==> config.mk <==
export PLATFORM = sky130hd
export DESIGN_NAME = hydration_scheduler_flat
export DESIGN_NICKNAME = d
export VERILOG_FILES = /design/src/rtl/hydration_scheduler_if.sv /design/src/rtl/hydration_scheduler.sv /design/src/flat_wrapper.sv
export SDC_FILE = /design/constraint.sdc
export NUM_CORES = 1
export LEC_CHECK = 0
export CAP_MARGIN = 10
export CELL_PAD_IN_SITES_DETAIL_PLACEMENT = 0
export CELL_PAD_IN_SITES_GLOBAL_PLACEMENT = 1
export CORE_MARGIN = 3
export CORE_UTILIZATION = 38
export DETAILED_ROUTE_END_ITERATION = 10
export PLACE_DENSITY = 0.87
export SYNTH_ARGS = -nofsm -noshare
export SYNTH_HDL_FRONTEND = slang
export SYNTH_SLANG_ARGS = --single-unit
==> constraint.sdc <==
create_clock -name clk -period 3.7 [get_ports clk]
set_clock_uncertainty 0.15 [all_clocks]
set_input_delay 0.555 -clock clk [delete_from_list [all_inputs] [get_ports clk]]
set_output_delay 0.555 -clock clk [all_outputs]
set_load 0.005 [all_outputs]
==> src/rtl/hydration_scheduler_if.sv <==
// Signal bundle between the timer datapath / user buttons and the hydration reminder scheduler.
// master drives time, tick and button pulses; slave (the scheduler) drives the reminder outputs.
interface hydration_scheduler_if;
  logic       tick;
  logic       enable;
  logic [3:0] hMSD;
  logic [3:0] hLSD;
  logic [3:0] mMSD;
  logic [3:0] mLSD;
  logic [3:0] sMSD;
  logic [3:0] sLSD;
  logic       drink;
  logic       snooze;
  logic       remind;
  logic       blink;
  logic [3:0] drinkCount;
  logic       goalMet;
  logic [1:0] state;

  modport master (
    output tick, enable, hMSD, hLSD, mMSD, mLSD, sMSD, sLSD, drink, snooze,
    input  remind, blink, drinkCount, goalMet, state
  );

  modport slave (
    input  tick, enable, hMSD, hLSD, mMSD, mLSD, sMSD, sLSD, drink, snooze,
    output remind, blink, drinkCount, goalMet, state
  );
endinterface

==> src/rtl/hydration_scheduler.sv <==
// Water-reminder scheduler: counts drink intervals on the 1 Hz tick, raises remind/blink, tracks daily drinks.
// Snooze support (SNOOZED state) is compiled in only when HYDRATION_SNOOZE_EN is defined.
module hydration_scheduler #(
  parameter int INTERVAL_S  = 3600,
  parameter int SNOOZE_S    = 300,
  parameter int GOAL        = 8,
  parameter int QUIET_START = 22,
  parameter int QUIET_END   = 7
) (
  input logic                  clk,
  input logic                  reset,
  hydration_scheduler_if.slave bus
);

`ifdef HYDRATION_SNOOZE_EN
  localparam int CNT_MAX = (INTERVAL_S > SNOOZE_S) ? INTERVAL_S : SNOOZE_S;
`else
  localparam int CNT_MAX = INTERVAL_S;
  localparam int unused_snooze_len = SNOOZE_S;
`endif
  localparam int CNT_W = $clog2(CNT_MAX + 1);
  localparam logic [CNT_W-1:0] CNT_INTERVAL = CNT_W'(INTERVAL_S);
  localparam logic [CNT_W-1:0] CNT_ONE      = CNT_W'(1);
`ifdef HYDRATION_SNOOZE_EN
  localparam logic [CNT_W-1:0] CNT_SNOOZE   = CNT_W'(SNOOZE_S);
`endif
  localparam logic [4:0] Q_START = 5'(QUIET_START);
  localparam logic [4:0] Q_END   = 5'(QUIET_END);
  localparam logic [3:0] GOAL_V  = 4'(GOAL);

  typedef enum logic [1:0] {
    ST_OFF     = 2'b00,
    ST_WAIT    = 2'b01,
    ST_SNOOZED = 2'b10,
    ST_ALERT   = 2'b11
  } state_t;

  state_t           state_q, state_d;
  logic [CNT_W-1:0] cnt_q, cnt_d;
  logic [3:0]       count_q, count_d;
  logic             remind_q, remind_d;
  logic             blink_q, blink_d;
  logic             goal_met_q, goal_met_d;

  logic [4:0] hour;
  logic       quiet;
  logic       midnight;
  logic       drink_taken;
`ifndef HYDRATION_SNOOZE_EN
  logic       unused_snooze_in;
  assign unused_snooze_in = bus.snooze;
`endif

  always_comb begin
    hour = 5'(bus.hMSD) * 5'd10 + 5'(bus.hLSD);
    if (QUIET_START > QUIET_END) quiet = (hour >= Q_START) || (hour < Q_END);
    else                         quiet = (hour >= Q_START) && (hour < Q_END);
    midnight = bus.tick && (bus.hMSD == 4'd0) && (bus.hLSD == 4'd0) && (bus.mMSD == 4'd0)
               && (bus.mLSD == 4'd0) && (bus.sMSD == 4'd0) && (bus.sLSD == 4'd0);
  end

  // Arbitration order: enable low, then drink, then snooze, then tick; losers are dropped.
  always_comb begin
    state_d     = state_q;
    cnt_d       = cnt_q;
    count_d     = count_q;
    blink_d     = blink_q;
    drink_taken = 1'b0;
    if (!bus.enable) begin
      state_d = ST_OFF;
      blink_d = 1'b0;
    end else if (state_q == ST_OFF) begin
      state_d = ST_WAIT;
      cnt_d   = CNT_INTERVAL;
    end else if (bus.drink) begin
      drink_taken = 1'b1;
      state_d     = ST_WAIT;
      cnt_d       = CNT_INTERVAL;
      blink_d     = 1'b0;
`ifdef HYDRATION_SNOOZE_EN
    end else if (bus.snooze && (state_q == ST_ALERT)) begin
      state_d = ST_SNOOZED;
      cnt_d   = CNT_SNOOZE;
      blink_d = 1'b0;
`endif
    end else if (bus.tick) begin
      case (state_q)
        ST_WAIT: begin
          if (cnt_q != CNT_ONE) begin
            cnt_d = cnt_q - CNT_ONE;
          end else if (quiet || goal_met_q) begin
            cnt_d = CNT_INTERVAL;
          end else begin
            state_d = ST_ALERT;
            cnt_d   = '0;
            blink_d = 1'b1;
          end
        end
        ST_SNOOZED: begin
          if (cnt_q != CNT_ONE) begin
            cnt_d = cnt_q - CNT_ONE;
          end else begin
            state_d = ST_ALERT;
            cnt_d   = '0;
            blink_d = 1'b1;
          end
        end
        ST_ALERT: blink_d = ~blink_q;
        default: ;
      endcase
    end

    // The midnight clear is independent of state and still counts a drink taken that same cycle.
    if (midnight)                             count_d = drink_taken ? 4'd1 : 4'd0;
    else if (drink_taken && count_q != 4'd15) count_d = count_q + 4'd1;

    goal_met_d = (count_d >= GOAL_V);
    remind_d   = (state_d == ST_ALERT);
  end

  always_ff @(posedge clk or posedge reset) begin
    if (reset) begin
      state_q    <= ST_OFF;
      cnt_q      <= CNT_INTERVAL;
      count_q    <= 4'd0;
      remind_q   <= 1'b0;
      blink_q    <= 1'b0;
      goal_met_q <= 1'b0;
    end else begin
      state_q    <= state_d;
      cnt_q      <= cnt_d;
      count_q    <= count_d;
      remind_q   <= remind_d;
      blink_q    <= blink_d;
      goal_met_q <= goal_met_d;
    end
  end

  assign bus.remind     = remind_q;
  assign bus.blink      = blink_q;
  assign bus.drinkCount = count_q;
  assign bus.goalMet    = goal_met_q;
  assign bus.state      = state_q;

endmodule

==> src/flat_wrapper.sv <==
// flat-port wrapper written by rule: the top's interface ports become plain ports
module hydration_scheduler_flat 
#(
  parameter int INTERVAL_S  = 3600,
  parameter int SNOOZE_S    = 300,
  parameter int GOAL        = 8,
  parameter int QUIET_START = 22,
  parameter int QUIET_END   = 7
)
  (clk, reset, bus_tick, bus_enable, bus_hMSD, bus_hLSD, bus_mMSD, bus_mLSD, bus_sMSD, bus_sLSD, bus_drink, bus_snooze, bus_remind, bus_blink, bus_drinkCount, bus_goalMet, bus_state);
  hydration_scheduler_if bus_i ();
  input logic clk;
  input logic reset;
  input wire logic [$bits(bus_i.tick)-1:0] bus_tick;
  input wire logic [$bits(bus_i.enable)-1:0] bus_enable;
  input wire logic [$bits(bus_i.hMSD)-1:0] bus_hMSD;
  input wire logic [$bits(bus_i.hLSD)-1:0] bus_hLSD;
  input wire logic [$bits(bus_i.mMSD)-1:0] bus_mMSD;
  input wire logic [$bits(bus_i.mLSD)-1:0] bus_mLSD;
  input wire logic [$bits(bus_i.sMSD)-1:0] bus_sMSD;
  input wire logic [$bits(bus_i.sLSD)-1:0] bus_sLSD;
  input wire logic [$bits(bus_i.drink)-1:0] bus_drink;
  input wire logic [$bits(bus_i.snooze)-1:0] bus_snooze;
  output wire logic [$bits(bus_i.remind)-1:0] bus_remind;
  output wire logic [$bits(bus_i.blink)-1:0] bus_blink;
  output wire logic [$bits(bus_i.drinkCount)-1:0] bus_drinkCount;
  output wire logic [$bits(bus_i.goalMet)-1:0] bus_goalMet;
  output wire logic [$bits(bus_i.state)-1:0] bus_state;
  assign bus_i.tick = bus_tick;
  assign bus_i.enable = bus_enable;
  assign bus_i.hMSD = bus_hMSD;
  assign bus_i.hLSD = bus_hLSD;
  assign bus_i.mMSD = bus_mMSD;
  assign bus_i.mLSD = bus_mLSD;
  assign bus_i.sMSD = bus_sMSD;
  assign bus_i.sLSD = bus_sLSD;
  assign bus_i.drink = bus_drink;
  assign bus_i.snooze = bus_snooze;
  assign bus_remind = bus_i.remind;
  assign bus_blink = bus_i.blink;
  assign bus_drinkCount = bus_i.drinkCount;
  assign bus_goalMet = bus_i.goalMet;
  assign bus_state = bus_i.state;
  hydration_scheduler #(.INTERVAL_S(INTERVAL_S), .SNOOZE_S(SNOOZE_S), .GOAL(GOAL), .QUIET_START(QUIET_START), .QUIET_END(QUIET_END)) u_core (.clk(clk), .reset(reset), .bus(bus_i));
endmodule
==> qor.txt, run 1 <==
DIE
-------------------------------------------------------------------------------------
Die boundary width                                                            67.8 um
Full die area                                                            0.00459 mm^2
Standard-cell rows                                                                 21
I/O pin count                                                                      39
Effective utilization at floorplan                                              41.5%
Die Y                                                                         67.8 um
Core Box Area                                                            0.00349 mm^2

LAYOUT
-------------------------------------------------------------------------------------
Count of fill cells added during filler insertion                                 317
Fraction of layout cells with a size suffix above 1                             7.32%
Post-layout net count                                                             249
Area overhead of the layout relative to synthesis                               33.1%
Diodes inserted                                                                     0
Post-layout utilization of the core                                             55.2%

LOGIC SYNTHESIS
-------------------------------------------------------------------------------------
Main synth FF type                                                       sky130_fd_sc_hd__dfrtp_1
Fraction of the yosys area taken by sequential cells                            34.9%
Synthesized cell area                                                    0.00145 mm^2
Yosys warning total                                                                 0
Number of enable flip-flop cells after synthesis                                    0
Post-Syn Area per Cell                                                      8.78 um^2
Synth Net Count                                                                   208
Synth Instances                                                                   165
Proportion of synthesized flip-flops having asynchronous set or reset            100%
Flops & latches, synth                                                             20
Count of different cell masters after synthesis                                    40

TIMING
-------------------------------------------------------------------------------------
Fraction of the cycle the final worst path needs                                83.3%
Count of final hold-check violations                                                0
Worst relative slew slack                                                       45.9%
Transition time of the tightest slew-check pin                               0.810 ns
Setup repair after global routing missed its margin                                no
Final setup margin                                                           0.618 ns
Maximum clock rate                                                            324 MHz
Number of max-slew violations in the final report                                   0
Shortest clock period the worst path allows after layout                      3.08 ns
Final setup violation count                                                         0
Sum of negative setup slack                                                      0 ns

ROUTING
-------------------------------------------------------------------------------------
Count of unresolved DRC violations after routing                                    0
Total iterations of the first detailed-routing run                                  6
Final wirelength                                                              3370 um
Number of DRC violations after detailed-routing iteration 0                        48
Average wire length per cell after detail routing                             13.4 um
DR vias/cell                                                                     5.40
Via count of the routed design                                                   1356
Post-route ant nets                                                                 0

HOLD PATH
-------------------------------------------------------------------------------------
Hold Startpoint                                                          u_core.cnt_q[10]
Worst Hold Depth                                                                    1
Class of the most critical hold timing path                                   reg2reg

JOB
-------------------------------------------------------------------------------------
Maxcap violations                                                                   0

GRT
-------------------------------------------------------------------------------------
Total congestion overflow                                                           0
Number of global-route vias before repair                                        1476
Maximum number of pins on one net before global-route repair                       21
Initial antenna violation count                                                     0
First-pass GRT wire length                                                    6150 um
Total track usage                                                               17.4%

PLACE
-------------------------------------------------------------------------------------
Pre-CTS setup slack                                                          0.368 ns
Placer's final routability congestion estimate                                  0.765
Final HPWL DP                                                                 2760 um
PortBufs                                                                           37

CRITICAL PATH
-------------------------------------------------------------------------------------
Cells on worst reg2reg path                                                         4
Worst Setup SP                                                            bus_hMSD[0]
Kind of critical path                                                          in2reg
Maximum fanout count along the critical path                                        5
Endpoint kind of the worst setup timing path                                     flop
Crit path arrival time                                                        3.12 ns
Startpoint type of the worst setup path                                     input pin
Worst EP required                                                             3.74 ns
Reg-to-reg startpoint                                                    u_core.cnt_q[3]

CLOCK TREE
-------------------------------------------------------------------------------------
Clock Tree Buf Depth                                                                2
Clock buffer count from CTS                                                         3
Level count of the clock H-tree                                                     1
Total of hold buffers inserted after clock tree synthesis                           0
Buffer cell driving the clock tree root                                  sky130_fd_sc_hd__clkbuf_8
Number of gates resized after cts                                                   0
Total clock sinks                                                                  20
Clock-pin slew of the registers on the worst-case setup and hold paths        0.07 ns
Later-pin clock latency in the skew report                                    0.26 ns
CTS tree                                                                          yes
Setup fix buffers added after clock tree synthesis                                  0

PWR
-------------------------------------------------------------------------------------
Power per cell area                                                       363 mW/mm^2
Leakage power figure                                                         0.790 nW
Peak ir drop on the vdd network                                                279 uV

STATUS
-------------------------------------------------------------------------------------
Run status                                                               finished, final reports clean

[path summary, 6_finish.rpt]
kind / endpoint / slack (ns)
setup / recovery: u_core.cnt_q[4] / 0.62
hold / removal: u_core.cnt_q[10] / 0.41
setup reg to reg: u_core.cnt_q[8] / 1.27
hold reg to reg: u_core.cnt_q[10] / 0.41
max in group asynchronous: u_core.cnt_q[2] / 2.35
min in group asynchronous: u_core.bus.drinkCount[2] / 0.58
[logic make-up (layout without fill, tap and decap cells)]
| kind of cell | count (synthesis) | in the layout | synth area share [%] |
|---|---|---|---|
| AO/OA/AOI/OAI | 35 | 35 | 16.1 |
| adder cells (fa/ha/maj) | 13 | 13 | 11.7 |
| AND/OR/NAND/NOR | 77 | 77 | 27.3 |
| XOR/XNOR | 8 | 8 | 5.79 |
| buffers and inverters | 10 | 50 | 2.85 |
| multiplexers | 2 | 2 | 1.38 |
| flip-flops | 20 | 20 | 34.9 |
[cell usage after synthesis, types with 3 or more instances]
library cell                n  area, um^2
sky130_fd_sc_hd__nor2_1    19        71.3
sky130_fd_sc_hd__dfrtp_1   16         400
sky130_fd_sc_hd__nand2_1   14        52.6
sky130_fd_sc_hd__ha_1      12         150
sky130_fd_sc_hd__a21oi_1   11        55.1
sky130_fd_sc_hd__nand3_1   10        50.1
sky130_fd_sc_hd__inv_1      8        30.0
sky130_fd_sc_hd__nor3_1     6        30.0
sky130_fd_sc_hd__o21ai_0    6        30.0
sky130_fd_sc_hd__dfstp_2    4         105
sky130_fd_sc_hd__nor4_1     4        25.0
sky130_fd_sc_hd__o221ai_1   4        35.0
sky130_fd_sc_hd__xor2_1     4        35.0
sky130_fd_sc_hd__a21boi_0   3        22.5
sky130_fd_sc_hd__and3_1     3        18.8
sky130_fd_sc_hd__nand2b_1   3        18.8
sky130_fd_sc_hd__nor3b_1    3        22.5
sky130_fd_sc_hd__or3_1      3        18.8
sky130_fd_sc_hd__xnor2_1    3        26.3
[worst max-delay path: stages]
cell and delay, ns:
sky130_fd_sc_hd__clkdlybuf4s50_1 0.45, sky130_fd_sc_hd__ha_1 0.31, sky130_fd_sc_hd__ha_1 0.32, sky130_fd_sc_hd__a21oi_1 0.21, sky130_fd_sc_hd__a21oi_1 0.10, sky130_fd_sc_hd__or3_1 0.39, sky130_fd_sc_hd__a21oi_1 0.40, sky130_fd_sc_hd__o21ai_1 0.13
sky130_fd_sc_hd__o211a_1 0.26
[flip-flops by register name, indices dropped and copies added (netlist names)]
register               count
u_core.bus.drinkCount      4
u_core.bus.blink           1
u_core.cnt_q              12
u_core.bus.remind          1
u_core.bus.state           2
[layout by cell type, fill, tap and decap left out, types with 2 or more instances in the layout]
master                            synthesis  layout
sky130_fd_sc_hd__a21oi_1                 11      11
sky130_fd_sc_hd__mux2i_1                  2       2
sky130_fd_sc_hd__nand3_1                 10      10
sky130_fd_sc_hd__or2_2                    2       2
sky130_fd_sc_hd__xnor2_1                  3       3
sky130_fd_sc_hd__nor3b_1                  3       3
sky130_fd_sc_hd__xor2_1                   4       4
sky130_fd_sc_hd__nor4_1                   4       4
sky130_fd_sc_hd__nor3_1                   6       6
sky130_fd_sc_hd__dfstp_2                  4       4
sky130_fd_sc_hd__a21boi_0                 3       3
sky130_fd_sc_hd__o211a_1                  2       2
sky130_fd_sc_hd__nand2b_1                 3       3
sky130_fd_sc_hd__and3_1                   3       3
sky130_fd_sc_hd__and2_1                   2       2
sky130_fd_sc_hd__dfrtp_1                 16      16
sky130_fd_sc_hd__nor2_1                  19      19
sky130_fd_sc_hd__clkdlybuf4s50_1          0      37
sky130_fd_sc_hd__inv_1                    8       8
sky130_fd_sc_hd__nand3b_1                 2       2
sky130_fd_sc_hd__o21a_1                   2       2
sky130_fd_sc_hd__o221ai_1                 4       4
sky130_fd_sc_hd__ha_1                    12      12
sky130_fd_sc_hd__nand2_1                 14      14
sky130_fd_sc_hd__or3_1                    3       3
sky130_fd_sc_hd__nand4_1                  2       2
sky130_fd_sc_hd__clkbuf_8                 0       4
sky130_fd_sc_hd__o21ai_0                  6       6
sky130_fd_sc_hd__a21oi_2                  2       2
[per-layer routing]
metal / vias to the layer above / GRT usage, % / share of wire (%)
met2: 30 / 32.2 / 51
met4: 0 / 3.80 / 0.56
met1: 650 / 20.7 / 44
met5: - / 0 / 0
met3: 4 / 3.16 / 4.5
li1: 672 / - / -
[stage by stage]
step,hold slack (ns),cells,total power [W],area (um^2)
global placement,0.383,247,0.000526,1870
floorplan,0.361,165,0.000418,1450
finish,0.408,251,0.000700,1930
detailed placement,0.399,247,0.000538,1870
global route,0.419,251,0.000759,1930
CTS,0.411,251,0.000709,1930
[report_power, final]
group / switching, W / internal (W)
registers: 0.0000450 / 0.000252
clock network: 0.0000699 / 0.0000947
logic: 0.000104 / 0.000134
total: 0.000219 / 0.000481
[layout make-up]
| type | count | area [um^2] | share of cell area [%] |
|---|---|---|---|
| Inverter | 8 | 30.0 | 1.56 |
| Clock buffer | 4 | 55.1 | 2.86 |
| Sequential cell | 20 | 505 | 26.2 |
| Tap cell | 46 | 57.6 | 2.99 |
| Multi-Input combinational cell | 135 | 902 | 46.8 |
| Timing Repair Buffer | 38 | 378 | 19.6 |
Power figures use the tool's default switching activity.
==> run 2: changes to the inputs <==
--- a/config.mk
+++ b/config.mk
@@ -9,9 +9,9 @@
 export CELL_PAD_IN_SITES_DETAIL_PLACEMENT = 0
 export CELL_PAD_IN_SITES_GLOBAL_PLACEMENT = 1
 export CORE_MARGIN = 3
-export CORE_UTILIZATION = 38
+export CORE_UTILIZATION = 35
 export DETAILED_ROUTE_END_ITERATION = 10
-export PLACE_DENSITY = 0.87
+export PLACE_DENSITY = 0.81
 export SYNTH_ARGS = -nofsm -noshare
 export SYNTH_HDL_FRONTEND = slang
 export SYNTH_SLANG_ARGS = --single-unit
==> constraint.sdc (replaced) <==
create_clock -name clk -period 3.1 [get_ports clk]
set_clock_uncertainty 0.15 [all_clocks]
set_input_delay 0.465 -clock clk [delete_from_list [all_inputs] [get_ports clk]]
set_output_delay 0.465 -clock clk [all_outputs]
set_load 0.005 [all_outputs]
==> qor.txt, run 2 (synthesis gave the netlist of run 1 again) <==
LAYOUT
--------------------------------------------------------------------------------------
Diodes inserted                                                                      0
Post-layout net count                                                              252
Fraction of layout cells with a size suffix above 1                              8.65%
Commonest cells after routing, fill and taps aside                        sky130_fd_sc_hd__clkdlybuf4s50_1, sky130_fd_sc_hd__nor2_1, sky130_fd_sc_hd__dfrtp_1, sky130_fd_sc_hd__nand2_1, sky130_fd_sc_hd__ha_1
Count of fill cells added during filler insertion                                  353
Most flops, register                                                      u_core.cnt_q
Post-layout utilization of the core                                              51.5%
Area overhead of the layout relative to synthesis                                35.9%
Most frequent standard cell in the layout excluding fill and tap cells    sky130_fd_sc_hd__clkdlybuf4s50_1
Number of flip-flops in the largest register                                        12
Post-route design area                                                    0.00197 mm^2

CLOCK TREE
--------------------------------------------------------------------------------------
Buffer cell driving the clock tree root                                   sky130_fd_sc_hd__clkbuf_8
Number of gates resized after cts                                                    0
CTS tree                                                                           yes
Setup fix buffers added after clock tree synthesis                                   0
Clock Tree Buf Depth                                                                 2
Clock buffer count from CTS                                                          3
Level count of the clock H-tree                                                      1
Total clock sinks                                                                   20
Total of hold buffers inserted after clock tree synthesis                            0
Later-pin clock latency in the skew report                                     0.26 ns
Clock-pin slew of the registers on the worst-case setup and hold paths         0.08 ns

GRT
--------------------------------------------------------------------------------------
Initial antenna violation count                                                      0
Number of global-route vias before repair                                         1419
Maximum number of pins on one net before global-route repair                        21
Total track usage                                                                14.9%
First-pass GRT wire length                                                     6120 um
Total congestion overflow                                                            0

TIMING
--------------------------------------------------------------------------------------
Final setup margin                                                            0.156 ns
Setup repair after global routing missed its margin                                 no
Worst relative slew slack                                                        46.6%
Transition time of the tightest slew-check pin                                0.801 ns
Maximum clock rate                                                             340 MHz
Final setup violation count                                                          0
Shortest clock period the worst path allows after layout                       2.94 ns
Number of max-slew violations in the final report                                    0
Final hold slack                                                              0.409 ns
Count of final hold-check violations                                                 0
Fraction of the cycle the final worst path needs                                 95.0%

CRITICAL PATH
--------------------------------------------------------------------------------------
Worst EP required                                                              3.14 ns
Endpoint kind of the worst setup timing path                                      flop
Startpoint type of the worst setup path                                      input pin
Top cell family by delay on the critical path                             compound AO/OA/AOI/OAI gates
Library cell contributing the largest single delay on the critical path   sky130_fd_sc_hd__clkdlybuf4s50_1
Kind of critical path                                                           in2reg
Crit path arrival time                                                         2.98 ns
Maximum fanout count along the critical path                                         3
Critical Path Max Stage Delay                                                  0.46 ns
Count of buffering cells on the critical path with inverters included                1
Series of cell instances along the critical path                          clkdlybuf4s50_1 > ha_1 > ha_1 > a21oi_1 > a21oi_1 > or3_1 > a211o_2 > a21oi_2 > mux2i_1

PWR
--------------------------------------------------------------------------------------
Peak ir drop on the vdd network                                                 215 uV
Power per cell area                                                        463 mW/mm^2
Final Power                                                                 0.000912 W
Leakage power figure                                                          0.812 nW

STATUS
--------------------------------------------------------------------------------------
Run status                                                                finished, final reports clean

PLACE
--------------------------------------------------------------------------------------
Final HPWL DP                                                                  2660 um
Placer's final routability congestion estimate                                   0.813
Cell area after placement                                                 0.00190 mm^2
Pre-CTS setup slack                                                          -0.112 ns
PortBufs                                                                            37

HOLD PATH
--------------------------------------------------------------------------------------
Class of the most critical hold timing path                                    reg2reg

ROUTING
--------------------------------------------------------------------------------------
DR vias/cell                                                                      5.41
Post-route ant nets                                                                  0
Final wirelength                                                               3410 um
Via count of the routed design                                                    1384
Total iterations of the first detailed-routing run                                   4
Average wire length per cell after detail routing                              13.3 um
Number of DRC violations after detailed-routing iteration 0                         43
Count of unresolved DRC violations after routing                                     0

DIE
--------------------------------------------------------------------------------------
Full die area                                                             0.00495 mm^2
Die boundary width                                                             70.3 um
Die Y                                                                          70.3 um
I/O pin count                                                                       39
Core Box Area                                                             0.00383 mm^2
Standard-cell rows                                                                  22
Effective utilization at floorplan                                               37.9%

JOB
--------------------------------------------------------------------------------------
Maxcap violations                                                                    0

run 2: cell types whose count changed in the layout (fill, tap and decap cells not counted):
cell                        previous run  this run
sky130_fd_sc_hd__bufinv_16             0         1
sky130_fd_sc_hd__buf_4                 1         4
sky130_fd_sc_hd__clkbuf_8              4         3
run 2: tightest hold or removal path, stage by stage (launching register included):
cell	delay, ns
sky130_fd_sc_hd__dfrtp_1	0.37
sky130_fd_sc_hd__xnor2_1	0.12
sky130_fd_sc_hd__nor2_1	0.04
run 2: cell type report:
type | instances | area (um^2) | share of cell area, %
clock buffers | 3 | 41.3 | 2.10
clock inverters | 1 | 30.0 | 1.52
inverters | 8 | 30.0 | 1.52
multi-input cells | 135 | 902 | 45.8
flip-flops and latches | 20 | 505 | 25.7
well taps | 48 | 60.1 | 3.05
repair buffers | 41 | 400 | 20.3
run 2: per-layer routing:
metal	global-route usage (%)	part of all wire, %	wire (um)
met5	0	0	0
met2	25.4	48	1650
met4	4.26	1.1	39
met1	18.9	46	1560
met3	2.88	4.8	164
run 2: worst paths after layout:
path | start | to | slack, ns | cells after the start
min in group asynchronous | reset | u_core.bus.drinkCount[1] | 0.51 | 2
max in group asynchronous | reset | u_core.bus.state[0] | 1.79 | 2
max | bus_hMSD[0] | u_core.bus.blink | 0.16 | 9
min | u_core.cnt_q[8] | u_core.cnt_q[8] | 0.41 | 2
max reg2reg | u_core.bus.state[1] | u_core.cnt_q[6] | 0.64 | 9
min reg2reg | u_core.cnt_q[8] | u_core.cnt_q[8] | 0.41 | 2
run 2: metrics by stage:
| step | TNS, ns | std cells |
|---|---|---|
| final | 0 | 256 |
| after global routing | 0 | 256 |
| after CTS | 0 | 256 |
| after detailed placement | -0.139 | 252 |
| after global placement | -0.0562 | 252 |
| after floorplan | 0 | 165 |
run 2: power by group:
part	switching [W]	internal, W
Sequential	0.0000544	0.000300
Clock	0.0000919	0.000172
Combinational	0.000126	0.000167
==> run 3: changes to the inputs <==
--- a/config.mk
+++ b/config.mk
@@ -11,7 +11,7 @@
 export CORE_MARGIN = 3
 export CORE_UTILIZATION = 35
 export DETAILED_ROUTE_END_ITERATION = 10
-export PLACE_DENSITY = 0.81
+export PLACE_DENSITY_LB_ADDON = 0.1
 export SYNTH_ARGS = -nofsm -noshare
 export SYNTH_HDL_FRONTEND = slang
 export SYNTH_SLANG_ARGS = --single-unit
==> qor.txt, run 3 (synthesis gave the netlist of run 1 again) <==
CLOCK TREE
--------------------------------------------------------------------------------------
Buffer cell driving the clock tree root                                   sky130_fd_sc_hd__clkbuf_8
Total of hold buffers inserted after clock tree synthesis                            0
Number of gates resized after cts                                                    0
Clock buffer count from CTS                                                          3
Level count of the clock H-tree                                                      1
Clock Tree Buf Depth                                                                 2
Clock-pin slew of the registers on the worst-case setup and hold paths         0.08 ns
CTS tree                                                                           yes
Later-pin clock latency in the skew report                                     0.26 ns
Total clock sinks                                                                   20
Setup fix buffers added after clock tree synthesis                                   0

TIMING
--------------------------------------------------------------------------------------
Setup repair after global routing missed its margin                                 no
Final setup margin                                                            0.160 ns
Maximum clock rate                                                             340 MHz
Fraction of the cycle the final worst path needs                                 94.8%
Final setup violation count                                                          0
Sum of negative setup slack                                                       0 ns
Transition time of the tightest slew-check pin                                0.779 ns
Count of final hold-check violations                                                 0
Number of max-slew violations in the final report                                    0
Shortest clock period the worst path allows after layout                       2.94 ns
Final hold slack                                                              0.407 ns
Worst relative slew slack                                                        48.0%

DIE
--------------------------------------------------------------------------------------
Die Y                                                                          70.3 um
Core Box Area                                                             0.00383 mm^2
Effective utilization at floorplan                                               37.9%
Die boundary width                                                             70.3 um
Standard-cell rows                                                                  22
Full die area                                                             0.00495 mm^2
I/O pin count                                                                       39

CRITICAL PATH
--------------------------------------------------------------------------------------
Kind of critical path                                                           in2reg
Count of buffering cells on the critical path with inverters included                1
Series of cell instances along the critical path                          clkdlybuf4s50_1 > ha_1 > ha_1 > a21oi_1 > a21oi_1 > or3_1 > a211o_2 > a21oi_2 > mux2i_1
Startpoint type of the worst setup path                                      input pin
Cells on worst reg2reg path                                                          9
Worst R2R End                                                             u_core.cnt_q[5]
Library cell contributing the largest single delay on the critical path   sky130_fd_sc_hd__clkdlybuf4s50_1
Worst EP required                                                              3.13 ns
Critical Path Max Stage Delay                                                  0.46 ns
Crit path arrival time                                                         2.97 ns
Worst reg-to-reg setup slack                                                   0.67 ns
Reg-to-reg startpoint                                                     u_core.bus.state[1]
Maximum fanout count along the critical path                                         3
Endpoint kind of the worst setup timing path                                      flop
Top cell family by delay on the critical path                             compound AO/OA/AOI/OAI gates

GRT
--------------------------------------------------------------------------------------
Number of global-route vias before repair                                         1315
Total congestion overflow                                                            0
Total track usage                                                                14.8%
Initial antenna violation count                                                      0
First-pass GRT wire length                                                     5950 um
Maximum number of pins on one net before global-route repair                        21

LAYOUT
--------------------------------------------------------------------------------------
Most flops, register                                                      u_core.cnt_q
Most frequent standard cell in the layout excluding fill and tap cells    sky130_fd_sc_hd__clkdlybuf4s50_1
Count of fill cells added during filler insertion                                  348
Diodes inserted                                                                      0
Area overhead of the layout relative to synthesis                                35.9%
Post-layout net count                                                              252
Fraction of layout cells with a size suffix above 1                              8.65%
Post-route design area                                                    0.00197 mm^2
Commonest cells after routing, fill and taps aside                        sky130_fd_sc_hd__clkdlybuf4s50_1, sky130_fd_sc_hd__nor2_1, sky130_fd_sc_hd__dfrtp_1, sky130_fd_sc_hd__nand2_1, sky130_fd_sc_hd__ha_1
Number of flip-flops in the largest register                                        12

ROUTING
--------------------------------------------------------------------------------------
Via count of the routed design                                                    1374
Post-route ant nets                                                                  0
Final wirelength                                                               3420 um
Number of DRC violations after detailed-routing iteration 0                         45
Count of unresolved DRC violations after routing                                     0
Met2 Routed Length                                                             1630 um
Average wire length per cell after detail routing                              13.4 um
DR vias/cell                                                                      5.37
Total iterations of the first detailed-routing run                                   4
Post-Route M1 WL                                                               1590 um
Detail Route met3 WL                                                            176 um
Highest metal layer with signal wires                                             met4

HOLD PATH
--------------------------------------------------------------------------------------
Worst Hold Depth                                                                     2
Class of the most critical hold timing path                                    reg2reg
Hold Startpoint                                                           u_core.cnt_q[8]
Worst Hold Path EP                                                        u_core.cnt_q[8]

PLACE
--------------------------------------------------------------------------------------
Cell area after placement                                                 0.00190 mm^2
PortBufs                                                                            37
Pre-CTS setup slack                                                          -0.116 ns
Placer's final routability congestion estimate                                   0.815
Final HPWL DP                                                                  2720 um

PWR
--------------------------------------------------------------------------------------
Leakage power figure                                                          0.812 nW
Peak ir drop on the vdd network                                                 275 uV
Power per cell area                                                        460 mW/mm^2

JOB
--------------------------------------------------------------------------------------
Maxcap violations                                                                    0

STATUS
--------------------------------------------------------------------------------------
Run status                                                                finished, final reports clean

[run 3: layout make-up]
cell class	instances	area (um^2)	share of cell area [%]
clock buffers	3	41.3	2.10
well taps	48	60.1	3.05
flip-flops and latches	20	505	25.7
inverters	8	30.0	1.52
multi-input cells	135	902	45.8
clock inverters	1	30.0	1.52
repair buffers	41	400	20.3
[run 3: worst max path at each step]
stage,cells after the start,startpoint,endpoint
3_3_place_gp,9,bus_hMSD[0],u_core.bus.blink
6_report,9,bus_hMSD[0],u_core.bus.blink
2_1_floorplan,8,bus_hMSD[0],u_core.bus.blink
3_5_place_dp,9,bus_hMSD[0],u_core.bus.blink
4_1_cts,9,bus_hMSD[0],u_core.bus.blink
5_1_grt,9,bus_hMSD[0],u_core.bus.blink
[run 3: per-layer routing]
layer	track usage, %	up-vias
li1	-	684
met1	19.3	647
met2	24.7	41
met3	2.59	2
met4	4.47	0
met5	0	-
[run 3: through the flow]
step | utilization (%) | instances | power, W
2_1_floorplan | - | 165 | 0.000499
3_3_place_gp | 49.6 | 252 | 0.000645
3_5_place_dp | 49.6 | 252 | 0.000652
4_1_cts | 51.5 | 256 | 0.000916
5_1_grt | 51.5 | 256 | 0.000972
6_report | 51.5 | 256 | 0.000906
[run 3: worst min-delay path: cells and delay by family, from the launching register on]
family	cells	cell delay [ns]
and+or+nand+nor	1	0.08
DFF	1	0.36
xor gates and xnor gates	1	0.08
[run 3: where the power goes]
part / switching (W) / internal (W)
sequential: 0.0000541 / 0.000300
combinational: 0.000124 / 0.000167
clock: 0.0000876 / 0.000172
